`src/rtl/alu_add_seq_if.sv`:
```
// ---------------------------------------------------------------------------
// alu_add_seq_if
// Handshake and operand/result bundle between the instruction controller
// (master) and the nibble-serial adder (slave).
//
//   start    master->slave  request an addition (sampled when not busy)
//   x, y     master->slave  WIDTH-bit operands, captured on accept
//   cin      master->slave  carry into nibble 0, captured on accept
//   busy     slave->master  nibbles being processed
//   done     slave->master  one-cycle completion pulse
//   z        slave->master  registered sum
//   sign, zero, carry, parity, overflow
//            slave->master  registered status flags
// ---------------------------------------------------------------------------
interface alu_add_seq_if #(
  parameter int WIDTH = 16
);
  logic             start;
  logic [WIDTH-1:0] x;
  logic [WIDTH-1:0] y;
  logic             cin;
  logic             busy;
  logic             done;
  logic [WIDTH-1:0] z;
  logic             sign;
  logic             zero;
  logic             carry;
  logic             parity;
  logic             overflow;

  modport master (
    output start, x, y, cin,
    input  busy, done, z, sign, zero, carry, parity, overflow
  );

  modport slave (
    input  start, x, y, cin,
    output busy, done, z, sign, zero, carry, parity, overflow
  );
endinterface

```
`src/rtl/alu_add_seq.sv`:
```
// ---------------------------------------------------------------------------
// alu_add_seq
// Nibble-serial 16-bit (WIDTH-bit) adder. A single 4-bit ripple slice is
// reused over WIDTH/4 cycles; the carry between nibbles is held in a
// register, so the longest combinational path is one 4-bit ripple.
// Produces Sign, Zero, Carry, Parity (even) and Overflow flags.
//
// Ports:
//   clk   clock, rising edge
//   rst   synchronous active-high reset
//   bus   alu_add_seq_if.slave: start/x/y/cin in, busy/done/z/flags out
//
// WIDTH must be a multiple of 4 (and at least 4).
// ---------------------------------------------------------------------------
module alu_add_seq #(
  parameter int WIDTH = 16
) (
  input  logic         clk,
  input  logic         rst,
  alu_add_seq_if.slave bus
);

  localparam int NIB = WIDTH / 4;
  localparam int KW  = (NIB > 1) ? $clog2(NIB) : 1;

  typedef enum logic [1:0] {
    IDLE = 2'd0,
    RUN  = 2'd1,
    DONE = 2'd2
  } state_t;

  state_t           state_q, state_d;
  logic [KW-1:0]    k_q, k_d;
  logic [WIDTH-1:0] xw_q, xw_d;     // captured operand X
  logic [WIDTH-1:0] yw_q, yw_d;     // captured operand Y
  logic [WIDTH-1:0] sum_q, sum_d;   // working sum, filled nibble by nibble
  logic             cr_q, cr_d;     // inter-nibble carry
  logic [WIDTH-1:0] z_q, z_d;
  logic             sign_q, sign_d;
  logic             zero_q, zero_d;
  logic             carry_q, carry_d;
  logic             parity_q, parity_d;
  logic             ovf_q, ovf_d;

  // -------------------------------------------------------------------------
  // Shared 4-bit ripple slice
  // -------------------------------------------------------------------------
  logic [3:0] a_nib, b_nib, s_nib;
  logic [4:0] c_chain;

  assign a_nib      = 4'(xw_q >> {k_q, 2'b00});
  assign b_nib      = 4'(yw_q >> {k_q, 2'b00});
  assign c_chain[0] = cr_q;

  generate
    for (genvar gi = 0; gi < 4; gi++) begin : g_fa
      assign s_nib[gi]     = a_nib[gi] ^ b_nib[gi] ^ c_chain[gi];
      assign c_chain[gi+1] = (a_nib[gi] & b_nib[gi]) |
                             (c_chain[gi] & (a_nib[gi] ^ b_nib[gi]));
    end
  endgenerate

  logic k_last;
  assign k_last = (k_q == KW'(NIB - 1));

  // -------------------------------------------------------------------------
  // Next-state / datapath
  // -------------------------------------------------------------------------
  always_comb begin
    state_d  = state_q;
    k_d      = k_q;
    xw_d     = xw_q;
    yw_d     = yw_q;
    sum_d    = sum_q;
    cr_d     = cr_q;
    z_d      = z_q;
    sign_d   = sign_q;
    zero_d   = zero_q;
    carry_d  = carry_q;
    parity_d = parity_q;
    ovf_d    = ovf_q;

    case (state_q)
      IDLE, DONE: begin
        // DONE accepts a new request directly so back-to-back adds have
        // no idle bubble.
        if (bus.start) begin
          xw_d    = bus.x;
          yw_d    = bus.y;
          cr_d    = bus.cin;
          k_d     = '0;
          sum_d   = '0;
          state_d = RUN;
        end else begin
          state_d = IDLE;
        end
      end

      RUN: begin
        for (int i = 0; i < NIB; i++) begin
          if (k_q == KW'(i)) sum_d[i*4 +: 4] = s_nib;
        end
        cr_d = c_chain[4];
        if (k_last) begin
          // Commit: sum_d now holds the complete result. Overflow uses the
          // captured operand MSBs, never the live bus inputs.
          z_d      = sum_d;
          sign_d   = sum_d[WIDTH-1];
          zero_d   = (sum_d == '0);
          carry_d  = c_chain[4];
          parity_d = ~^sum_d;
          ovf_d    = ( xw_q[WIDTH-1] &  yw_q[WIDTH-1] & ~sum_d[WIDTH-1]) |
                     (~xw_q[WIDTH-1] & ~yw_q[WIDTH-1] &  sum_d[WIDTH-1]);
          k_d      = '0;
          state_d  = DONE;
        end else begin
          k_d = k_q + KW'(1);
        end
      end

      default: state_d = IDLE;
    endcase
  end

  // -------------------------------------------------------------------------
  // State registers
  // -------------------------------------------------------------------------
  always_ff @(posedge clk) begin
    if (rst) begin
      state_q  <= IDLE;
      k_q      <= '0;
      xw_q     <= '0;
      yw_q     <= '0;
      sum_q    <= '0;
      cr_q     <= 1'b0;
      z_q      <= '0;
      sign_q   <= 1'b0;
      zero_q   <= 1'b0;
      carry_q  <= 1'b0;
      parity_q <= 1'b0;
      ovf_q    <= 1'b0;
    end else begin
      state_q  <= state_d;
      k_q      <= k_d;
      xw_q     <= xw_d;
      yw_q     <= yw_d;
      sum_q    <= sum_d;
      cr_q     <= cr_d;
      z_q      <= z_d;
      sign_q   <= sign_d;
      zero_q   <= zero_d;
      carry_q  <= carry_d;
      parity_q <= parity_d;
      ovf_q    <= ovf_d;
    end
  end

  assign bus.busy     = (state_q == RUN);
  assign bus.done     = (state_q == DONE);
  assign bus.z        = z_q;
  assign bus.sign     = sign_q;
  assign bus.zero     = zero_q;
  assign bus.carry    = carry_q;
  assign bus.parity   = parity_q;
  assign bus.overflow = ovf_q;

endmodule

```
`src/flat_wrapper.sv`:
```
// flat-port wrapper written by rule: the top's interface ports become plain ports
module alu_add_seq_flat 
#(
  parameter int WIDTH = 16
)
  (clk, rst, bus_start, bus_x, bus_y, bus_cin, bus_busy, bus_done, bus_z, bus_sign, bus_zero, bus_carry, bus_parity, bus_overflow);
  alu_add_seq_if #(.WIDTH(WIDTH)) bus_i ();
  input  logic clk;
  input  logic rst;
  input wire logic [$bits(bus_i.start)-1:0] bus_start;
  input wire logic [$bits(bus_i.x)-1:0] bus_x;
  input wire logic [$bits(bus_i.y)-1:0] bus_y;
  input wire logic [$bits(bus_i.cin)-1:0] bus_cin;
  output wire logic [$bits(bus_i.busy)-1:0] bus_busy;
  output wire logic [$bits(bus_i.done)-1:0] bus_done;
  output wire logic [$bits(bus_i.z)-1:0] bus_z;
  output wire logic [$bits(bus_i.sign)-1:0] bus_sign;
  output wire logic [$bits(bus_i.zero)-1:0] bus_zero;
  output wire logic [$bits(bus_i.carry)-1:0] bus_carry;
  output wire logic [$bits(bus_i.parity)-1:0] bus_parity;
  output wire logic [$bits(bus_i.overflow)-1:0] bus_overflow;
  assign bus_i.start = bus_start;
  assign bus_i.x = bus_x;
  assign bus_i.y = bus_y;
  assign bus_i.cin = bus_cin;
  assign bus_busy = bus_i.busy;
  assign bus_done = bus_i.done;
  assign bus_z = bus_i.z;
  assign bus_sign = bus_i.sign;
  assign bus_zero = bus_i.zero;
  assign bus_carry = bus_i.carry;
  assign bus_parity = bus_i.parity;
  assign bus_overflow = bus_i.overflow;
  alu_add_seq #(.WIDTH(WIDTH)) u_core (.clk(clk), .rst(rst), .bus(bus_i));
endmodule
```
`config.mk`:
```
export PLATFORM = sky130hd
export DESIGN_NAME = alu_add_seq_flat
export DESIGN_NICKNAME = d
export VERILOG_FILES = /design/src/rtl/alu_add_seq_if.sv /design/src/rtl/alu_add_seq.sv /design/src/flat_wrapper.sv
export SDC_FILE = /design/constraint.sdc
export NUM_CORES = 1
export LEC_CHECK = 0
export BUFFER_PORTS_ARGS = -buffer_cell sky130_fd_sc_hd__buf_2
export CAP_MARGIN = 5
export CORE_AREA = 2 2 84 78
export DETAILED_ROUTE_END_ITERATION = 16
export DIE_AREA = 0 0 86 80
export HOLD_SLACK_MARGIN = 0.08
export PLACE_DENSITY = 0.84
export SLEW_MARGIN = 15
export SYNTH_ARGS = -nofsm -noshare
export SYNTH_HDL_FRONTEND = slang
export SYNTH_SLANG_ARGS = --single-unit
```
`constraint.sdc`:
```
create_clock -name clk -period 5.45 [get_ports clk]
set_input_delay 0 -clock clk [delete_from_list [all_inputs] [get_ports clk]]
set_output_delay 0 -clock clk [all_outputs]
set_load 0.1 [all_outputs]
```
==> flow_summary.toml <==
[critical_path]
path_max_fanout = 13
worstPathCellList = "mux4_2 -> inv_1 -> fa_1 -> fa_1 -> inv_1 -> fa_1 -> fa_1 -> mux2i_1 -> ha_1 -> xnor2_1 -> xnor3_1 -> xnor2_1 -> a211oi_2"
path_buf_inv = 2
crit_path_frequent_cell = "fa_1"
arrival_ns = 4.53
path_delay_family = "adder cells"
start_kind = "flip-flop"
critical-path-max-stage-delay_ns = 0.77
required_ns = 5.64
crit_type = "flip-flop to flip-flop"
crit_slowest_cell = "dfxtp_1"
cp-end-kind = "flip-flop"

[global_routing]
grt_pass1_wl_um = 12800
overflow = 0
grt_max_degree = 72
grtUsageTotal = 0.242
grt_pass1_vias = 2697
antenna_found_initial = 0

[finish]
multi_input_area_mm2 = 0.00157
drive_above_1_share = 0.200
num_antenna_cells = 0
register_area_mm2 = 0.00142
area_growth_pct = 25.0
fillers = 444
nNetsFinal = 500

[synthesis]
async_reset_ff_frac = 0
syn-num-nets = 426
yosysTopAreaCellShare = 0.446
synth_cell_types = 33
synthCells = 375
yosys_warnings = 0
synthTopCellsByArea = "dfxtp_1 (45%), nand2_1 (10%), a21oi_1 (8.6%)"
synth_edf_count = 0
synth.largest_area_cell = "dfxtp_1"
syn_avg_cell_area_um2 = 8.50
yosysSeqAreaShare = 0.446
synth_area_mm2 = 0.00319
ys_ff_latch = 71
synth_ff_type = "dfxtp_1"
yosysMostFrequentCell = "nand2_1"
synth_commonest_cells = "nand2_1 (88), dfxtp_1 (71), a21oi_1 (55)"

[sta]
worst_pin_slew_ns = 0.994
fin_skew_ns = 0.00813
fin_tns_setup_ns = 0
slew_headroom = 0.337
whs_ns = 0.145
rsz0062_at_grt = "no"
worst_slack_ns = 1.10
report.final.slew_viol_count = 0
fin_crit_sh = 0.798
fmax_mhz = 230
setup_viol = 0
min_period_ns = 4.35
finalHoldViolCount = 0

[status]
status = "completed"

[clock_tree]
clkLatencyLatePin_ns = 0.35
cts.root.buffer_cell = "clkbuf_8"
cts-resized-gates = 0
cts_setup_buffers = 0
cts_hold_buf = 33
cts.sinks = 71
clockBufferDepth = 2
cts_tree = "built"
cts_made_buffers = 9
clk_pin_slew_ns = 0.07
htree_num_levels = 3

[run]
maxCapViolations = 0

[floorplan]
design.die.area_mm2 = 0.00688
start_util = 0.533
core_area_mm2 = 0.00598
pin_count = 59
die_y_um = 80
core.rowCount = 27
die_w_um = 86

[min_path]
hold_class = "primary input to flip-flop"

[route]
routed_wl_um = 8160
ant_nets = 0
viasPerCell = 5.55
drt_iter0_markers = 270
wire_per_inst_um = 15.5
drc = 0
firstDrtPassIters = 5
vias = 2918

[power_and_ir_drop]
power.total_mw = 1.23
peakVddDrop_mv = 0.147
p_leak_nw = 1.64
cellPowerDensity_mw_per_mm2 = 310

[placement]
place_ws_ns = 1.19
numPortBuffers = 58
hpwl_um = 4770
gp_congestion = 0.869
[sequential cells by signal, summed over array words and instances (netlist names)]
name                 cells
u_core.bus.carry         1
u_core.bus.overflow      1
u_core.bus.parity        1
u_core.bus.z            16
u_core.bus.zero          1
u_core.cr_q              1
u_core.k_q               2
u_core.state_q           2
u_core.sum_q            14
u_core.xw_q             16
u_core.yw_q             16
[report_power, final]
part / total (mW) / internal (mW) / switching (mW)
Sequential: 0.557 / 0.538 / 0.0185
Combinational: 0.228 / 0.107 / 0.121
Clock: 0.450 / 0.254 / 0.196
Total: 1.23 / 0.899 / 0.336
[cells by family (layout without fill, tap and decap cells)]
kind of cell               count (synthesis)  in the layout  share of synthesized area
muxes                                     14             14                     0.0754
DFF                                       71             71                      0.446
xor gates and xnor gates                   7              7                     0.0235
buffers and inverters                     45            124                     0.0636
AOI/OAI and AO/OA                         77             77                      0.139
adders and majority gates                 15             15                     0.0683
and+or+nand+nor                          146            146                      0.184
[metal layers]
layer  track usage  vias up  wire length (um)
li1              -     1387                 -
met1         0.306     1349              3420
met2         0.375      152              3700
met3        0.0610       30               672
met4         0.137        0               368
met5             0        -                 0
[worst min-delay path, delay by kind of cell]
family	cells	cell delay, ns
simple gates	3	0.34
buf+inv	1	0.12
[final cells by class]
class,instances,area share
well taps,72,0.0226
flip-flops and latches,71,0.357
inverters,15,0.0141
clock buffers,9,0.0311
clock inverters,7,0.0220
multi-input cells,259,0.394
repair buffers,93,0.160
[worst paths after layout]
kind / start / slack [ns] / endpoint / depth (start not counted)
worst min-delay path: bus_start / 0.14 / u_core.state_q[0]$_SDFFE_PP0P_ / 4
worst min register to register: u_core.bus.z[5]$_SDFFE_PP0P_ / 0.46 / u_core.bus.z[5]$_SDFFE_PP0P_ / 2
worst max-delay path: u_core.k_q[0]$_SDFFE_PP0P_ / 1.10 / u_core.bus.parity$_SDFFE_PP0P_ / 13
worst max register to register: u_core.k_q[0]$_SDFFE_PP0P_ / 1.10 / u_core.bus.parity$_SDFFE_PP0P_ / 13
[per-stage QoR]
stage | cell area [um2] | cells | util
floorplan | 3190 | 375 | -
global placement | 3440 | 477 | 0.575
detailed placement | 3440 | 477 | 0.575
CTS | 3980 | 526 | 0.666
global route | 3980 | 526 | 0.666
finish | 3980 | 526 | 0.666
[placed cells by master (no fill, tap or decap), types with 2 or more instances in the layout]
cell type	Yosys	routed
xnor2_1	5	5
clkbuf_8	0	9
mux2i_1	6	6
fa_1	4	4
nor2_1	45	45
nor3_1	2	2
dlygate4sd3_1	0	33
buf_2	6	58
o21ai_0	2	2
a22oi_1	7	7
ha_1	11	11
clkinv_2	0	4
nand3_1	2	2
bufinv_16	0	2
dfxtp_1	71	71
a2bb2oi_1	2	2
mux4_2	8	8
inv_1	14	14
buf_4	3	2
a21oi_1	55	55
a211oi_1	9	9
nand2_1	88	88
(Power assumes the default switching activity.)
